`src/rtl/mvm_loader_pkg.sv`:
```
// Shared sizes and FSM encoding for the MVM host-side loader.
package mvm_loader_pkg;

    localparam int IWIDTH        = 8;
    localparam int MEM_DATAW     = IWIDTH * 8;
    localparam int VEC_MEM_DEPTH = 256;
    localparam int VEC_ADDRW     = $clog2(VEC_MEM_DEPTH);
    localparam int MAT_MEM_DEPTH = 512;
    localparam int MAT_ADDRW     = $clog2(MAT_MEM_DEPTH);
    localparam int NUM_OLANES    = 8;
    localparam int LANEW         = $clog2(NUM_OLANES);
    localparam int VEC_SIZEW     = VEC_ADDRW + 1;
    localparam int MAT_SIZEW     = MAT_ADDRW + 1;

    typedef enum logic [2:0] {
        IDLE,
        LOAD_VEC,
        LOAD_MAT,
        LAUNCH,
        ACK
    } state_t;

endpackage

```
`src/rtl/mvm_loader_addr_gen.sv`:
```
// Word/lane/row counters and write-address generation for the loader.
// Matrix addresses use a running row base (mat_base + g*W) so no multiplier is needed.
module mvm_loader_addr_gen
    import mvm_loader_pkg::*;
(
    input  logic                 clk,
    input  logic                 rst,
    input  logic                 init,
    input  logic [VEC_ADDRW-1:0] vec_base,
    input  logic [MAT_ADDRW-1:0] mat_base,
    input  logic [VEC_SIZEW-1:0] num_words,
    input  logic [MAT_SIZEW-1:0] num_rows,
    input  logic                 vec_step,
    input  logic                 mat_step,
    output logic [VEC_ADDRW-1:0] vec_addr,
    output logic [MAT_ADDRW-1:0] mat_addr,
    output logic [LANEW-1:0]     lane,
    output logic                 last_vec,
    output logic                 last_mat
);

    logic [VEC_SIZEW-1:0] word;
    logic [MAT_SIZEW-1:0] row;
    logic [MAT_ADDRW-1:0] row_base;
    logic [VEC_ADDRW-1:0] vec_ptr;
    logic                 last_word;
    logic                 last_lane;

    assign last_word = (word == num_words - VEC_SIZEW'(1));
    assign last_lane = (lane == LANEW'(NUM_OLANES - 1));
    assign last_vec  = last_word;
    assign last_mat  = last_word && last_lane && (row == num_rows - MAT_SIZEW'(1));
    assign vec_addr  = vec_ptr;
    assign mat_addr  = row_base + MAT_ADDRW'(word);

    always_ff @(posedge clk) begin
        if (rst) begin
            word     <= '0;
            lane     <= '0;
            row      <= '0;
            row_base <= '0;
            vec_ptr  <= '0;
        end else if (init) begin
            word     <= '0;
            lane     <= '0;
            row      <= '0;
            row_base <= mat_base;
            vec_ptr  <= vec_base;
        end else if (vec_step || mat_step) begin
            word <= last_word ? '0 : word + VEC_SIZEW'(1);
            if (vec_step)
                vec_ptr <= vec_ptr + VEC_ADDRW'(1);
            // Lane advances after each W-word sweep; row base steps by W after the last lane.
            if (mat_step && last_word) begin
                if (last_lane) begin
                    lane     <= '0;
                    row      <= row + MAT_SIZEW'(1);
                    row_base <= row_base + MAT_ADDRW'(num_words);
                end else begin
                    lane <= lane + LANEW'(1);
                end
            end
        end
    end

endmodule

```
`src/rtl/mvm_loader.sv`:
```
// Host-side writer for the MVM engine: vector load, lane-striped matrix load, start/ack.
// Optional MVM_LOADER_VEC_REUSE_EN adds cfg_vec_reuse to skip the vector load phase.
module mvm_loader
    import mvm_loader_pkg::*;
(
    input  logic                  clk,
    input  logic                  rst,
    input  logic                  cfg_valid,
    output logic                  cfg_ready,
    input  logic [VEC_ADDRW-1:0]  cfg_vec_base,
    input  logic [VEC_SIZEW-1:0]  cfg_vec_num_words,
    input  logic [MAT_ADDRW-1:0]  cfg_mat_base,
    input  logic [MAT_SIZEW-1:0]  cfg_mat_rows,
`ifdef MVM_LOADER_VEC_REUSE_EN
    input  logic                  cfg_vec_reuse,
`endif
    input  logic [MEM_DATAW-1:0]  s_data,
    input  logic                  s_valid,
    output logic                  s_ready,
    output logic [MEM_DATAW-1:0]  vec_wdata,
    output logic [VEC_ADDRW-1:0]  vec_waddr,
    output logic                  vec_wen,
    output logic [MEM_DATAW-1:0]  mat_wdata,
    output logic [MAT_ADDRW-1:0]  mat_waddr,
    output logic [NUM_OLANES-1:0] mat_wen,
    output logic                  start,
    output logic [VEC_ADDRW-1:0]  start_vec_addr,
    output logic [VEC_SIZEW-1:0]  start_vec_num,
    output logic [MAT_ADDRW-1:0]  start_mat_addr,
    output logic [MAT_SIZEW-1:0]  start_mat_rows,
    input  logic                  mvm_busy,
    output logic                  done
);

    state_t               state, state_nxt;
    logic                 cfg_fire, beat, job_empty, reuse;
    logic                 vec_step, mat_step, last_vec, last_mat;
    logic [VEC_ADDRW-1:0] gen_vec_addr;
    logic [MAT_ADDRW-1:0] gen_mat_addr;
    logic [LANEW-1:0]     gen_lane;
    logic [MEM_DATAW-1:0] wdata;

`ifdef MVM_LOADER_VEC_REUSE_EN
    assign reuse = cfg_vec_reuse;
`else
    assign reuse = 1'b0;
`endif

    assign cfg_fire  = cfg_valid && cfg_ready;
    assign beat      = s_valid && s_ready;
    assign job_empty = (cfg_vec_num_words == '0) || (cfg_mat_rows == '0);
    assign vec_step  = beat && (state == LOAD_VEC);
    assign mat_step  = beat && (state == LOAD_MAT);
    assign vec_wdata = wdata;
    assign mat_wdata = wdata;

    always_ff @(posedge clk) begin
        if (rst) state <= IDLE;
        else     state <= state_nxt;
    end

    always_comb begin
        state_nxt = state;
        cfg_ready = 1'b0;
        s_ready   = 1'b0;
        case (state)
            IDLE: begin
                cfg_ready = !mvm_busy;
                if (cfg_valid && !mvm_busy && !job_empty)
                    state_nxt = reuse ? LOAD_MAT : LOAD_VEC;
            end
            LOAD_VEC: begin
                s_ready = 1'b1;
                if (s_valid && last_vec) state_nxt = LOAD_MAT;
            end
            LOAD_MAT: begin
                s_ready = 1'b1;
                if (s_valid && last_mat) state_nxt = LAUNCH;
            end
            LAUNCH:  state_nxt = ACK;
            ACK:     if (mvm_busy) state_nxt = IDLE;
            default: state_nxt = IDLE;
        endcase
    end

    always_ff @(posedge clk) begin
        if (rst) begin
            wdata          <= '0;
            vec_waddr      <= '0;
            vec_wen        <= 1'b0;
            mat_waddr      <= '0;
            mat_wen        <= '0;
            start          <= 1'b0;
            done           <= 1'b0;
            start_vec_addr <= '0;
            start_vec_num  <= '0;
            start_mat_addr <= '0;
            start_mat_rows <= '0;
        end else begin
            vec_wen <= 1'b0;
            mat_wen <= '0;
            start   <= 1'b0;
            done    <= 1'b0;
            if (cfg_fire) begin
                start_vec_addr <= cfg_vec_base;
                start_vec_num  <= cfg_vec_num_words;
                start_mat_addr <= cfg_mat_base;
                start_mat_rows <= cfg_mat_rows;
                done           <= job_empty;
            end
            if (beat) wdata <= s_data;
            if (vec_step) begin
                vec_wen   <= 1'b1;
                vec_waddr <= gen_vec_addr;
            end
            if (mat_step) begin
                mat_wen   <= NUM_OLANES'(1) << gen_lane;
                mat_waddr <= gen_mat_addr;
            end
            // start lands one cycle after the last write is visible
            if (state == LAUNCH)          start <= 1'b1;
            if (state == ACK && mvm_busy) done  <= 1'b1;
        end
    end

    mvm_loader_addr_gen u_addr_gen (
        .clk       (clk),
        .rst       (rst),
        .init      (cfg_fire),
        .vec_base  (cfg_vec_base),
        .mat_base  (cfg_mat_base),
        .num_words (start_vec_num),
        .num_rows  (start_mat_rows),
        .vec_step  (vec_step),
        .mat_step  (mat_step),
        .vec_addr  (gen_vec_addr),
        .mat_addr  (gen_mat_addr),
        .lane      (gen_lane),
        .last_vec  (last_vec),
        .last_mat  (last_mat)
    );

endmodule
```
`config.mk`:
```
export PLATFORM = sky130hd
export DESIGN_NAME = mvm_loader
export DESIGN_NICKNAME = d
export VERILOG_FILES = /design/src/rtl/mvm_loader_pkg.sv /design/src/rtl/mvm_loader_addr_gen.sv /design/src/rtl/mvm_loader.sv
export SDC_FILE = /design/constraint.sdc
export NUM_CORES = 1
export LEC_CHECK = 0
export ABC_AREA = 1
export CAP_MARGIN = 20
export CORE_UTILIZATION = 45
export DETAILED_ROUTE_END_ITERATION = 10
export PLACE_DENSITY_LB_ADDON = 0.3
export SLEW_MARGIN = 20
export SYNTH_ARGS = -nofsm -noshare
export SYNTH_HDL_FRONTEND = slang
export SYNTH_SLANG_ARGS = --single-unit
export TNS_END_PERCENT = 10
```
`constraint.sdc`:
```
create_clock -name clk -period 2.8 [get_ports clk]
set_clock_uncertainty 0.2 [all_clocks]
set_input_delay 0.84 -clock clk [delete_from_list [all_inputs] [get_ports clk]]
set_output_delay 0.84 -clock clk [all_outputs]
set_load 0.01 [all_outputs]
```
After elaboration in Yosys (flattened, before gate mapping)
Cells that the tools add are included.
{ "classes": {"add_sub_neg": 8, "n_eq_ne": 11, "shift": 1, "mux": 20, "n_bitwise": 1, "reduce_logical": 31} }
{ "op_table": {"columns": ["operator", "count"], "rows": [
  ["$mux W9", 5],
  ["$mux W8", 3],
  ["$add A9 B9 Y9", 2],
  ["$mux W3", 5],
  ["$pmux W3 S5", 1],
  ["$logic_and A1 B1 Y1", 12],
  ["$add A10 B1 Y10 const B", 1],
  ["$eq A10 B10 Y1", 1],
  ["$logic_not A10 Y1", 1],
  ["$sub A10 B1 Y10 const B", 1],
  ["$add A9 B1 Y9 const B", 1],
  ["$eq A9 B9 Y1", 1],
  ["$logic_not A9 Y1", 1],
  ["$sub A9 B1 Y9 const B", 1],
  ["$add A8 B1 Y8 const B", 1],
  ["$reduce_bool A2 Y1", 4],
  ["$shl A1 B3 Y8 const A", 1],
  ["$eq A3 B2 Y1 const B", 2],
  ["$eq A3 B3 Y1 const B", 2],
  ["$mux W1", 6],
  ["$reduce_and A3 Y1", 2],
  ["$reduce_or A2 Y1", 3],
  ["$ne A2 B1 Y1 const B", 2],
  ["$ne A2 B2 Y1 const B", 2],
  ["other kinds (8)", 11]
]} }
{ "word_totals": {"reg_bits": 170, "inputBits": 105, "output_inout_bits": 194, "elab_cells": 89} }

Depth between registers and ports, before layout
{ "depth": {"ltp_word": 9, "depth_mapped": 16, "ltp_nobuf": 16} }

By module
Synthesis repeated with hierarchy kept, for this count alone.
{ "hier_totals": {"hier_cells": 1135, "area_unflattened_um2": 8316.7} }
{ "modules_own_cells": {"columns": ["module", "n_inst", "cells_each", "area_per_inst_um2", "seq_area_each_um2"], "rows": [
  ["mvm_loader", 1, 652, 5119.9, 2622.5],
  ["mvm_loader_addr_gen", 1, 483, 3196.8, 780.7]
]} }

Worst setup path after synthesis
No wires, ideal clock.
{ "synth_timing": {"kind": "register to register", "start": "register u_addr_gen.word[0]", "end": "register mat_waddr[8]", "setup_ns": 0.114, "t_arrival_ns": 1.926, "required_ns": 2.486, "path_slack_ns": 0.561, "stages_incl_launch_ff": 14, "n_path_buf": 0, "synth_period_minus_slack_ns": 2.239, "cell_sequence": "dfxtp_1 -> ha_1 -> inv_1 -> fa_1 -> o21ai_0 -> nand2_1 -> nand2_1 -> a21oi_1 -> o21ai_0 -> a21oi_1 -> nand2_1 -> nand2_1 -> o21bai_1 -> inv_1"} }
{ "synth_via": {"elab_chain_cells": 1} }
{ "synth_rtl": {"columns": ["element", "line_no", "rtl"], "rows": [
  ["start, declared", "mvm_loader_addr_gen.sv:22", "logic [VEC_SIZEW-1:0] word;"],
  ["start signal, assigned", "mvm_loader_addr_gen.sv:50", "word <= last_word ? '0 : word + VEC_SIZEW'(1);"],
  ["$add A9 B9 Y9", "mvm_loader_addr_gen.sv:34", "assign mat_addr = row_base + MAT_ADDRW'(word);"],
  ["end signal, assigned", "mvm_loader.sv:118", "mat_waddr <= gen_mat_addr;"],
  ["end, declared", "mvm_loader.sv:24", "output logic [MAT_ADDRW-1:0] mat_waddr,"]
]} }
No other way between the ends.
A chain may end at the register's enable or synchronous reset.

Final worst setup path
{ "layout_timing": {"start": "input port mvm_busy", "end": "output port cfg_ready"} }
{ "layout_via": {"elab_chain_cells": 2} }
{ "layout_rtl": {"columns": ["element", "line_no", "rtl"], "rows": [
  ["start, declared", "mvm_loader.sv:31", "input logic mvm_busy,"],
  ["$logic_not A1 Y1", "mvm_loader.sv:68", "cfg_ready = !mvm_busy;"],
  ["$mux W1", "mvm_loader.sv:66", "case (state)"],
  ["end, declared", "mvm_loader.sv:9", "output logic cfg_ready,"]
]} }
No other way between the ends.

==> reports/metrics.cfg <==
[worst_hold_path]
whs_endpoint=start_mat_addr[0]
worstHoldPathType=register to register
whs_path_depth=2
min_from=start_mat_addr[0]

[route]
post_drt_via_cell_ratio=4.98
firstDrtPassIters=7
antenna_left=0
drt_wl_total_mm=24.0
wire_per_inst_um=15.1
drtIter0Drc=433
vias=7935
drcViolationCount=0

[timing]
setup_ws_ps=57.2
min_period_ps=2740
max_clock_freq_ghz=0.365
timing.final.crit_share=0.980
hold-worst-slack_ps=250
drv_slew=0
setup_viol=0
slew_headroom=0.708
hold_violations=0
rsz0062_at_grt=false
worstMarginPinSlew_ps=434

[synthesis]
netlist_area_um2=8170
syn_nets=1248
yosys.cell_types.count=45
synth_cells=1115
synth_edf_count=0
seq_area_frac_synth=0.416
synth-seq-cells=170
yosys_warnings=0
async_flop_share=0
syn_avg_cell_area_um2=7.33
synth_flop_cell=dfxtp_1

[die]
start_util=0.466
fp.dieH_um=137
fp-row-count=48
dieArea_um2=18700
io_pins=299
core-area_um2=17500
die_w_um=137

[setup_path]
reg2reg_to=u_addr_gen.row_base[2]
worstReg2RegStart=start_vec_num[1]
end_kind=output port
path_max_fanout=2
rrSetupSlack_ps=310
crit_arrival_ps=1700
start_kind=input pin
worstSetupPathType=input pin to output port
worstRegToRegCells=16
cp.required_ps=1760

[clock_tree]
clk_latency_ps=430
cts_hold_buffers=0
tritoncts=yes
ctsRootBufferMaster=clkbuf_16
clkSinkCount=170
clk_pin_slew_ps=70
htreeDepth=4
cts_buffers=17
cts_setup_buffers=0
cts_buffer_depth=2

[final_layout]
antenna_cells=0
layout.cells.most_common=clkdlybuf4s50_1
nNetsFinal=1487
area_growth_pct=43.4
drive_above_1_share=0.0585
fin_cells=1592
final_cell_mix=296 x clkdlybuf4s50_1, 225 x nor2_1, 170 x dfxtp_1, 155 x nand2_1, 141 x o21ai_0

[global_routing]
grt_pass1_vias=7156
grt_max_degree=69
grt_first_pass_wirelength_mm=36.5
gr-total-overflow=0
grt_usage=0.254
antenna_found_initial=0

[status]
status=completed

[placed_design]
numPortBuffers=298
preCtsSetupSlack_ps=-200
dp_cells=1560
dp_hpwl_mm=18.2
routabilityCongestion=0.878

[power]
p_leak_nw=4.81
finalPower_w=0.00980
ir_worst_vdd_mv=0.538
power.density_nw_per_um2=837

[job]
timing.max_cap.violations=0

stage by stage:
stage | utilization | cell area, um^2 | TNS [ps]
after detailed placement | 0.633 | 11100 | -219
after global routing | 0.668 | 11700 | 0
after floorplan | - | 8170 | 0
after global placement | 0.633 | 11100 | -181
final | 0.668 | 11700 | 0
after CTS | 0.668 | 11700 | 0
sequential cells by signal, indices dropped and copies added (netlist names), 3 cells and up:
name	count
mat_waddr	9
u_addr_gen.word	9
vec_waddr	8
u_addr_gen.row	10
u_addr_gen.vec_addr	8
state	3
mat_wdata	64
u_addr_gen.lane	3
start_vec_addr	8
start_mat_rows	10
start_mat_addr	9
start_vec_num	9
mat_wen	8
u_addr_gen.row_base	9
what timing repair did:
action,in CTS,in global routing
gates resized for setup,2,0
hold endpoints to repair,0,0
setup endpoints to repair,2,0
per-layer routing:
| layer | vias up | global-route usage | share of wire | wire length [um] |
|---|---|---|---|---|
| li1 | 4022 | - | - | - |
| met1 | 3603 | 0.314 | 0.42 | 10200 |
| met2 | 278 | 0.427 | 0.49 | 11800 |
| met3 | 32 | 0.0644 | 0.067 | 1610 |
| met4 | 0 | 0.0852 | 0.018 | 433 |
| met5 | - | 0 | 0 | 0 |
final cells by class:
| type | instances | area [um^2] |
|---|---|---|
| multi-input combinational | 748 | 3790 |
| clock inverter | 13 | 179 |
| tap | 225 | 282 |
| inverter | 91 | 347 |
| fill | 1477 | 5820 |
| timing repair buffer | 326 | 3280 |
| clock buffer | 19 | 443 |
| sequential | 170 | 3400 |
worst max-delay path, cell delays in order:
cell and delay (ps):
clkdlybuf4s50_1 430, nor2_1 150, dlygate4sd2_1 290
cell families (layout without fill, tap and decap cells):
family,after synthesis,count (layout),synth area share
fa+ha+maj,28,28,0.0447
flops,170,170,0.416
buf+inv,197,449,0.121
xor+xnor,32,32,0.0343
compound gates,236,236,0.154
simple gates,452,452,0.230
cell usage after synthesis, types with 2 or more instances:
library cell / instances / area share
buf_1: 3 / 0.0014
nor2_2: 5 / 0.0038
xnor2_1: 11 / 0.012
inv_1: 87 / 0.040
dfxtp_1: 170 / 0.42
nor2_1: 225 / 0.10
a31oi_1: 4 / 0.0031
o211ai_1: 4 / 0.0037
nand2_1: 156 / 0.072
fa_1: 2 / 0.0049
ha_1: 26 / 0.040
nand4_1: 9 / 0.0069
a21o_1: 2 / 0.0018
nor3_1: 7 / 0.0043
a211oi_1: 5 / 0.0046
o21bai_1: 4 / 0.0037
inv_2: 2 / 0.00092
o21a_1: 3 / 0.0028
nor4_1: 7 / 0.0054
nand3b_1: 2 / 0.0018
o21ai_1: 9 / 0.0055
a21oi_1: 58 / 0.036
nor2_4: 4 / 0.0055
o21ai_0: 141 / 0.086
clkbuf_1: 38 / 0.017
xor2_1: 21 / 0.023
buf_4: 64 / 0.059
nand3_1: 29 / 0.018
worst max-delay path by stage:
stage	from	cells after the start	to	slack, ps
final	mvm_busy	3	cfg_ready	60
after global routing	mvm_busy	3	cfg_ready	20
after CTS	mvm_busy	3	cfg_ready	70
after detailed placement	mvm_busy	3	cfg_ready	-200
after global placement	mvm_busy	3	cfg_ready	-180
after floorplan	u_addr_gen.word[0]	13	mat_waddr[8]	560
power breakdown:
group | internal, W | switching, W | leakage (nW)
combinational | 0.00200 | 0.00193 | 3.12
clock | 0.00146 | 0.00105 | 0.307
sequential | 0.00291 | 0.000453 | 1.39
total | 0.00637 | 0.00344 | 4.81
No activity file was read; power rests on OpenSTA's default activity.
